### src/rtl/vga_score_pkg.sv
// Shared constants for the VGA score renderer: segment indices, glyph table,
// colours, conversion FSM encoding and BCD accumulator sizing.
package vga_score_pkg;

    localparam int SEG_A = 0;
    localparam int SEG_B = 1;
    localparam int SEG_C = 2;
    localparam int SEG_D = 3;
    localparam int SEG_E = 4;
    localparam int SEG_F = 5;
    localparam int SEG_G = 6;

    // Bit n of each entry lights segment n (SEG_A = bit 0 ... SEG_G = bit 6).
    localparam logic [6:0] SEG_TABLE [10] = '{
        7'h3F, 7'h06, 7'h5B, 7'h4F, 7'h66,
        7'h6D, 7'h7D, 7'h07, 7'h7F, 7'h6F
    };

    localparam logic [7:0] COL_BLACK    = 8'b0000_0000;
    localparam logic [7:0] COL_SCORE_FG = 8'b0001_1101;

    typedef enum logic [1:0] {
        IDLE,
        CONV,
        COMMIT
    } conv_state_t;

    // Decimal digits of the largest score plus one spare nibble, never fewer than digits.
    function automatic int bcd_nibbles(input int score_w, input int digits);
        int v;
        int n;
        v = (1 << score_w) - 1;
        n = 1;
        for (int i = 0; i < 8; i++) begin
            if (v >= 10) begin
                v = v / 10;
                n = n + 1;
            end
        end
        n = n + 1;
        return (n > digits) ? n : digits;
    endfunction

endpackage

### src/rtl/seg7_decode.sv
// BCD nibble to seven-segment mask; codes above 9 light nothing.
module seg7_decode
    import vga_score_pkg::*;
(
    input  logic [3:0] bcd,
    output logic [6:0] seg
);

    always_comb begin
        // NOTE: default every combinational output first so no path infers a latch.
        seg = 7'd0;
        if (bcd <= 4'd9) seg = SEG_TABLE[bcd];
    end

endmodule

### src/rtl/vga_score_digits.sv
// Multi-digit seven-segment score overlay with per-frame double-dabble conversion.
// Define VGA_SCORE_LZB_EN to blank leading zeros.
module vga_score_digits
    import vga_score_pkg::*;
#(
    parameter int         SCORE_W = 7,
    parameter int         DIGITS  = 2,
    parameter int         X0      = 520,
    parameter int         Y0      = 330,
    parameter int         SEG_LEN = 20,
    parameter int         SEG_TH  = 4,
    parameter int         GAP     = 8,
    parameter logic [7:0] FG      = COL_SCORE_FG,
    parameter logic [7:0] BG      = COL_BLACK
) (
    input  logic               clk,
    input  logic               reset,
    input  logic [SCORE_W-1:0] score,
    input  logic               frame_start,
    input  logic [9:0]         pixel_x,
    input  logic [9:0]         pixel_y,
    input  logic               video_on,
    output logic [7:0]         rgb,
    output logic               busy,
    output logic               overflow
);

    localparam int NB    = bcd_nibbles(SCORE_W, DIGITS);
    localparam int AW    = 4 * NB;
    localparam int DW    = AW + SCORE_W;
    localparam int CW    = $clog2(SCORE_W + 1);
    localparam int IW    = (DIGITS > 1) ? $clog2(DIGITS) : 1;
    localparam int W     = SEG_LEN + 2 * SEG_TH;
    localparam int H     = 2 * SEG_LEN + 3 * SEG_TH;
    localparam int PITCH = W + GAP;

    conv_state_t       state;
    logic [DW-1:0]     dd;          // {BCD accumulator, shadow score}, shifted left together
    logic [DW-1:0]     dd_adj;
    logic [CW-1:0]     cnt;
    logic [3:0]        disp [DIGITS];
    logic [DIGITS-1:0] blank;

    logic              upper_nz;
    logic [3:0]        commit_dig [DIGITS];
    logic [DIGITS-1:0] commit_blank;

    always_comb begin
        dd_adj = dd;
        for (int i = 0; i < NB; i++) begin
            if (dd[SCORE_W + 4*i +: 4] >= 4'd5)
                dd_adj[SCORE_W + 4*i +: 4] = dd[SCORE_W + 4*i +: 4] + 4'd3;
        end
    end

    // Any nonzero nibble above the displayed ones means the value does not fit.
    always_comb begin
        upper_nz = 1'b0;
        for (int i = DIGITS; i < NB; i++)
            upper_nz = upper_nz | (dd[SCORE_W + 4*i +: 4] != 4'd0);
        for (int k = 0; k < DIGITS; k++)
            commit_dig[k] = upper_nz ? 4'd9 : dd[SCORE_W + 4*(DIGITS-1-k) +: 4];
    end

`ifdef VGA_SCORE_LZB_EN
    always_comb begin
        logic lead;
        lead         = 1'b1;
        commit_blank = '0;
        for (int k = 0; k < DIGITS; k++) begin
            lead = lead & (commit_dig[k] == 4'd0);
            if (k < DIGITS - 1) commit_blank[k] = lead;
        end
    end
`else
    assign commit_blank = '0;
`endif

    always_ff @(posedge clk or negedge reset) begin
        if (!reset) begin
            state    <= IDLE;
            dd       <= '0;
            cnt      <= '0;
            busy     <= 1'b0;
            overflow <= 1'b0;
            blank    <= '0;
            // NOTE: the display digits are few and must read 0 after reset, so they are reset like any register.
            for (int k = 0; k < DIGITS; k++) disp[k] <= 4'd0;
        end else begin
            // NOTE: sequential state uses <= so every register samples pre-edge values.
            case (state)
                IDLE: begin
                    if (frame_start) begin
                        dd    <= {{AW{1'b0}}, score};
                        cnt   <= CW'(SCORE_W);
                        busy  <= 1'b1;
                        state <= CONV;
                    end
                end
                CONV: begin
                    dd  <= dd_adj << 1;
                    cnt <= cnt - 1'b1;
                    if (cnt == CW'(1)) state <= COMMIT;
                end
                COMMIT: begin
                    for (int k = 0; k < DIGITS; k++) disp[k] <= commit_dig[k];
                    blank    <= commit_blank;
                    overflow <= upper_nz;
                    busy     <= 1'b0;
                    state    <= IDLE;
                end
                default: state <= IDLE;
            endcase
        end
    end

    logic          hit_n;
    logic [IW-1:0] idx_n;
    logic [9:0]    lx_n;
    logic [9:0]    ly_n;

    always_comb begin
        int px;
        int py;
        int base;
        px    = int'(pixel_x);
        py    = int'(pixel_y);
        base  = X0;
        hit_n = 1'b0;
        idx_n = '0;
        lx_n  = '0;
        ly_n  = 10'(py - Y0);
        for (int k = 0; k < DIGITS; k++) begin
            base = X0 + k * PITCH;
            if (px >= base && px < base + W) begin
                hit_n = 1'b1;
                idx_n = IW'(k);
                lx_n  = 10'(px - base);
            end
        end
        if (py < Y0 || py >= Y0 + H) hit_n = 1'b0;
    end

    logic          s1_in;
    logic          s1_von;
    logic [IW-1:0] s1_idx;
    logic [9:0]    s1_lx;
    logic [9:0]    s1_ly;

    always_ff @(posedge clk or negedge reset) begin
        if (!reset) begin
            s1_in  <= 1'b0;
            s1_von <= 1'b0;
            s1_idx <= '0;
            s1_lx  <= '0;
            s1_ly  <= '0;
        end else begin
            s1_in  <= hit_n;
            s1_von <= video_on;
            s1_idx <= idx_n;
            s1_lx  <= lx_n;
            s1_ly  <= ly_n;
        end
    end

    logic [3:0] cur_dig;
    logic       cur_blank;
    logic [6:0] seg_mask;
    logic [6:0] seg_hit;
    logic       lit;

    always_comb begin
        cur_dig   = 4'd0;
        cur_blank = 1'b0;
        for (int k = 0; k < DIGITS; k++) begin
            if (s1_idx == IW'(k)) begin
                cur_dig   = disp[k];
                cur_blank = blank[k];
            end
        end
    end

    seg7_decode u_seg7_decode (
        .bcd (cur_dig),
        .seg (seg_mask)
    );

    always_comb begin
        int  lx;
        int  ly;
        logic mid_x, left, right, upper, lower;
        lx    = int'(s1_lx);
        ly    = int'(s1_ly);
        mid_x = (lx >= SEG_TH) && (lx < W - SEG_TH);
        left  = lx < SEG_TH;
        right = lx >= W - SEG_TH;
        upper = (ly >= SEG_TH) && (ly < SEG_LEN + SEG_TH);
        lower = (ly >= SEG_LEN + 2*SEG_TH) && (ly < H - SEG_TH);
        seg_hit        = '0;
        seg_hit[SEG_A] = mid_x && (ly < SEG_TH);
        seg_hit[SEG_G] = mid_x && (ly >= SEG_LEN + SEG_TH) && (ly < SEG_LEN + 2*SEG_TH);
        seg_hit[SEG_D] = mid_x && (ly >= H - SEG_TH);
        seg_hit[SEG_F] = left  && upper;
        seg_hit[SEG_B] = right && upper;
        seg_hit[SEG_E] = left  && lower;
        seg_hit[SEG_C] = right && lower;
        lit = s1_in && !cur_blank && (|(seg_hit & seg_mask));
    end

    always_ff @(posedge clk or negedge reset) begin
        if (!reset)        rgb <= 8'd0;
        else if (!s1_von)  rgb <= 8'd0;
        else               rgb <= lit ? FG : BG;
    end

endmodule

### config.mk
export PLATFORM = sky130hd
export DESIGN_NAME = vga_score_digits
export DESIGN_NICKNAME = d
export VERILOG_FILES = /design/src/rtl/vga_score_pkg.sv /design/src/rtl/seg7_decode.sv /design/src/rtl/vga_score_digits.sv
export SDC_FILE = /design/constraint.sdc
export NUM_CORES = 1
export LEC_CHECK = 0
export BUFFER_PORTS_ARGS = -buffer_cell sky130_fd_sc_hd__buf_4
export CORE_ASPECT_RATIO = 0.7
export CORE_MARGIN = 8
export CORE_UTILIZATION = 50
export DETAILED_ROUTE_END_ITERATION = 12
export PLACE_DENSITY = 0.7
export SLEW_MARGIN = 20
export SYNTH_ARGS = -nofsm -noshare
export SYNTH_HDL_FRONTEND = slang
export SYNTH_SLANG_ARGS = --single-unit
### constraint.sdc
create_clock -name clk -period 2.58 [get_ports clk]
set_input_delay 0.774 -clock clk [delete_from_list [all_inputs] [get_ports clk]]
set_output_delay 0.774 -clock clk [all_outputs]
set_load 0.01 [all_outputs]
# After elaboration in Yosys (flattened, before gate mapping)

Memory sizes are Yosys's and may differ from the RTL's.
Cells that the tools add are included.
Widths: inputs -> output; s select.

Memories kept: 1
Logic and storage cells: 105
Bits of input ports: 31
Output and inout port bits: 10
ROM bits: 112
Bits in registers: 69

$add $sub $neg: 8
Reduce and logical (&&, ||, !) cells: 24
Bitwise operators: 3
Muxes and demuxes: 27
Magnitude comparators: 24
Equal/unequal tests: 5

Memory list:

| name             | words | bits a word | read ports | clocked after Yosys merged registers in | wr ports | line              | RTL |
|---|---|---|---|---|---|---|---|
| (name not given) | 16    | 7           | 1          | 0                                       | 0        | seg7_decode.sv:12 | `if (bcd <= 4'd9) seg = SEG_TABLE[bcd];` |

Operator list:

| kind                   | number |
|---|---|
| $pmux 23 s2            | 1 |
| $ge 10x5->1 const B    | 3 |
| $lt 10x5->1 const B    | 3 |
| $mux 4                 | 6 |
| $mux 23                | 1 |
| $mux 7                 | 3 |
| $ge 10x10->1 const B   | 2 |
| $ge 10x3->1 const B    | 2 |
| $lt 10x10->1 const B   | 2 |
| $lt 10x3->1 const B    | 2 |
| $mux 10                | 2 |
| $sub 10x10->10 const B | 2 |
| $ge 4x3->1 const B     | 4 |
| $logic_and 1x1->1      | 14 |
| $add 4x2->4 const B    | 3 |
| $ge 10x6->1 const B    | 1 |
| $ge 10x9->1 const B    | 1 |
| $lt 10x6->1 const B    | 1 |
| $lt 10x9->1 const B    | 1 |
| $mux 5                 | 2 |
| $sub 10x9->10 const B  | 1 |
| $reduce_bool 4->1      | 2 |
| $and 7x7->7            | 1 |
| $reduce_or 7->1        | 1 |
| other kinds (20)       | 30 |

# Longest topological paths before layout

Depth after elaboration: 11
Depth in mapped cells: 9
Mapped depth without buffers: 8

# Modules after synthesis

From an unflattened synthesis, not the netlist that was laid out.

Cells, all modules: 348
Area, all modules: 3298.2 um^2

Modules (own cells, without submodules):

| module           | cells each | area each (um^2) | instances | seq. area each (um^2) |
|---|---|---|---|---|
| vga_score_digits | 319        | 3065.4           | 1         | 1451.4 |
| seg7_decode      | 29         | 232.7            | 1         | 0.0 |

# Worst setup path before layout

OpenSTA, ideal clock, no wires.

Kind: input -> register
From: input pixel_x[8]
To: register s1_lx[5]
Required time: 2.515 ns
Stages: 6
Library setup time: 0.065 ns
Setup slack: 0.373 ns
Data arrival time: 2.142 ns
Buffers on the path: 1
Cells stage by stage: nor3b_1 -> or4b_1 -> nand2b_4 -> buf_6 -> o221ai_2 -> o21a_1

Word-level cells in the longest chain between the ends: 4
Elaborated cells between the ends (all ways): 8
Those cells by class: 4 x order compare; 2 x mux; 2 x reduce/logical

RTL lines:

| item                                         | line                    | RTL |
|---|---|---|
| from (decl)                                  | vga_score_digits.sv:20  | `input logic [9:0] pixel_x,` |
| $ge 10x10->1 or $lt 10x10->1 (tied branches) | vga_score_digits.sv:135 | `if (px >= base && px < base + W) begin` |
| $logic_and 1x1->1                            | vga_score_digits.sv:135 |  |
| $mux 10                                      | vga_score_digits.sv:135 |  |
| $mux 10 (*)                                  | vga_score_digits.sv:135 |  |
| named net lx_n[5]                            | vga_score_digits.sv:119 | `logic [9:0] lx_n;` |
| to (signal assigned)                         | vga_score_digits.sv:161 | `s1_lx <= lx_n;` |
| to (decl)                                    | vga_score_digits.sv:147 | `logic [9:0] s1_lx;` |

The timed path passes the listed nets; every way through them passes the cells marked *.
A chain may end at the register's enable or synchronous reset.

# Final worst setup path

From: register s1_idx
To: register rgb[3]

Word-level cells in the longest chain between the ends: 11
Elaborated cells between the ends (all ways): 12
Those cells by class: 1 x order compare; 6 x mux; 2 x bitwise; 2 x reduce/logical; 1 x memory

RTL lines:

| item                                      | line                    | RTL |
|---|---|---|
| from (decl)                               | vga_score_digits.sv:146 | `logic [IW-1:0] s1_idx;` |
| from (signal assigned)                    | vga_score_digits.sv:160 | `s1_idx <= idx_n;` |
| $mux 4 (*)                                | vga_score_digits.sv:176 | `if (s1_idx == IW'(k)) begin` |
| $not 4->5 (implied by the code)           | seg7_decode.sv:12       |  |
| $mem_v2 16x7                              | n/a                     |  |
| $mux 7 (implied by the code) (2 in a row) | seg7_decode.sv:12       |  |
| $mux 7 (*)                                | seg7_decode.sv:12       |  |
| $and 7x7->7 (*)                           | vga_score_digits.sv:207 | `lit = s1_in && !cur_blank && (\|(seg_hit & seg_mask));` |
| $reduce_or 7->1 (*)                       | vga_score_digits.sv:207 |  |
| $logic_and 1x1->1 (*)                     | vga_score_digits.sv:207 |  |
| $mux 5 (*)                                | vga_score_digits.sv:213 | `else rgb <= lit ? FG : BG;` |
| $mux 5 (*)                                | vga_score_digits.sv:212 | `else if (!s1_von) rgb <= 8'd0;` |
| to (signal assigned)                      | vga_score_digits.sv:213 |  |
| to (decl)                                 | vga_score_digits.sv:23  | `output logic [7:0] rgb,` |

Every way passes the cells marked *; elsewhere a longest branch is shown, timed or not. The select of a mux whose other input is x is not followed.

==> impl_results.md <==
* Hold Path Class: flip-flop to flip-flop
* Htree depth at 3
* Startpoint type of the worst setup path: flip-flop
* I/O pins at 41
* Slew Limit Fails at 0
* Cells after synthesis at 356
* Setup TNS at 0 ns
* Final setup vio count at 0
* CTS root buf: clkbuf_8
* N_diodes at 0
* Fmax at between 400 and 500 MHz
* Tmin final at 2.16 ns
* Initial Util at 0.523
* Pwr Total at roughly 3700 uW
* Die width at 113 um
* Arrival @ worst endpoint at 2.37 ns
* Clock transition at path regs at 0.06 ns
* Post-synthesis sequential area ratio at 0.440
* Global-route wire length before repair at 12500 um
* DR iter-0 viols at 221
* CTS Buf Count at 9
* Highest-delay cell along the critical path: dfrtp_1
* Power Internal at roughly 2300 uW
* GRT Residual Overflow at 0
* Synth Area in Simple Gates at 0.174
* Post-synth top cells: dfrtp_1, nand2_1, nor2_1, inv_1
* DRC Markers at 0
* Gate power share at 0.380
* Worst Max-Slew Pin Slew at 0.825 ns
* Post-Synth Adder-Cell Area at 0.0834
* Post-route cell area at 3800 um2
* Vias in the first global route at 2595
* Post-CTS Resized at 0
* Worst Path Required at ~2.8 ns
* Final wirelength at a little over 7000 um
* Layout cells sized above 1 at 0.149
* WS Path Type: flip-flop to flip-flop
* YS warnings at 0
* Drt wl/cell at 15.2 um
* Routed vias/inst at 5.46
* CTS tree: done
* Status: completed
* Clock Latency Late Sink at roughly 0.33 ns
* Slowest stage delay, CP at 0.53 ns
* Die area at 9500 um2
* Xor-xnor portion of the synthesized cell area at 0.0451
* Clock sinks at slightly below 60
* RSZ-0062 raised after global routing: no
* Core footprint at roughly 6300 um2
* Largest net degree at the start of global routing at ~60
* Most common cell in the netlist: dfrtp_1
* Mapped cell area at 3300 um2
* Area Growth Syn to Fin at 15.2%
* Placed cell area at ~3600 um2
* Post-synth ARST share at 1.00
* Psw at 1400 uW
* Crit Path Max Fanout at 8
* Yosys top cell by area: dfrtp_1
* Crit path buffers/inverters at 1
* Hold Vio Cnt, Final at 0
* CP delay by family, top: compound AO/OA/AOI/OAI gates
* Pwr dens at 960 nW/um2
* Setup bufs post-CTS at 0
* Largest cells by area after synthesis: dfrtp_1, ha_1, nand2_1, a21oi_1, nor2_1
* Flop pwr share at 0.383
* Synth Flop Type: dfrtp_1
* ANT nets after route at 0
* Worst vdd ir at just under 0.0006 V
* Total track usage at 0.161
* Syn Area/Cell at 9.27 um2
* Distinct cells, synth at 50
* Final period utilization at 0.838
* Max-cap violations at 0
* P_leak at about 0.0018 uW
* Std-Cell Rows at 24
* DR pass1 iterations at 4
* DR vias at 2582
* Compound-Gate Fraction of Synth Area at 0.174
* Crit. End Element: flip-flop
* FF+latch count, synth at just under 60
* Crit path cell chain: mux2i_1 > inv_1 > ha_1 > a211oi_1 > a2111oi_0 > o31ai_1 > nand2_1
* RePlAce Congestion at 0.838
* Chip height at 84.0 um
* Rel. slew slack at 0.449
* Nets@finish at ~440
* Net Sw Frac at 0.383
* Multiplexer area fraction after synthesis at 0.0227
* Initial antenna violation count at 0
* Post-DP HPWL at 5310 um
* Clock power share at 0.237
* Largest family of logic cells by synthesized area: compound AO/OA/AOI/OAI gates
* Maximum clock path buffer count at 2
* Share of the synthesized area in the top cell type at 0.440
* Post-CTS Hold Fix Bufs at 0
* Number of synthesized flops with an enable pin at 0
* Layout Skew at between 0.009 and 0.01 ns
* PortBufs at 35
-- power groups by stage --
| stage | combinational, uW | sequential, uW | clock [uW] |
|---|---|---|---|
| CTS | 1400 | 1390 | 883 |
| floorplan | 1040 | 1350 | 0 |
| finish | 1390 | 1400 | 864 |
| global placement | 1330 | 1390 | 0 |
| global route | 1600 | 1440 | 923 |
| detailed placement | 1390 | 1410 | 0 |
-- sequential cells by signal, summed over array words and instances, names as in the netlist, 2 cells and up --
name,flops
state,2
cnt,3
disp,8
s1_lx,8
dd,23
s1_ly,8
-- logic make-up after synthesis --
family / Yosys count
simple gates: 120
other cells: 1
fa+ha+maj: 22
flops: 58
mux: 7
xor+xnor: 17
buf+inv: 43
compound gates: 88
-- cell type report --
class / instances / area (um2)
Clock buffer: 13 / 169
Clock inverter: 2 / 35.0
Fill cell: 539 / 2500
Inverter: 25 / 93.8
Multi-Input combinational cell: 258 / 1660
Sequential cell: 58 / 1450
Tap cell: 78 / 97.6
Timing Repair Buffer: 39 / 293
-- metal layers --
layer	vias up	GRT usage	part of all wire
li1	1308	-	-
met3	6	0.0484	0.047
met5	-	0	0
met4	0	0.0434	0.0072
met2	55	0.230	0.42
met1	1213	0.228	0.52
-- stage by stage --
| stage | utilization | worst slack, ns | instances | hold slack, ns |
|---|---|---|---|---|
| final | 0.603 | 0.418 | 473 | 0.477 |
| after floorplan | - | 0.373 | 359 | 0.448 |
| after global routing | 0.603 | 0.231 | 473 | 0.530 |
| after global placement | 0.571 | 0.237 | 458 | 0.461 |
| after detailed placement | 0.571 | 0.208 | 458 | 0.466 |
| after CTS | 0.603 | 0.476 | 473 | 0.480 |
-- layout by cell type, fill, tap and decap left out, types with 2 or more instances in the layout --
cell type	n
and3_1	3
dfrtp_1	58
o2bb2ai_1	2
a32o_1	4
o2111ai_1	2
o32ai_1	3
nor3b_1	3
nor3_1	8
and2_1	2
mux2i_1	5
a21oi_1	22
o22ai_1	3
a211oi_1	3
xnor2_1	8
nand3_1	13
nand2b_1	7
xor2_1	9
nand2_1	40
nor4_1	2
inv_1	25
ha_1	22
o21ai_0	19
a31oi_1	9
o31ai_1	9
or3_1	3
nor2b_1	3
nor2_1	29
buf_4	39
o21ai_1	4
clkbuf_8	12
conb_1	4
-- worst register-to-register path: cells and delay by family (launching register included) --
kind	cells	cell delay, ns
muxes	1	0.42
AOI/OAI and AO/OA	3	0.64
DFF	1	0.53
adders and majority gates	1	0.24
and+or+nand+nor	1	0.09
buffers and inverters	1	0.12
-- final timing paths --
kind,start,end,slack (ns),cells after the start
min in group asynchronous,reset,dd[0],0.49,1
worst min-delay path,dd[6],dd[7],0.48,2
max in group asynchronous,reset,s1_lx[3],1.60,1
worst max-delay path,s1_idx,rgb[3],0.42,7
worst max register to register,s1_idx,rgb[3],0.42,7
worst min register to register,dd[6],dd[7],0.48,2
(Power assumes the default switching activity.)
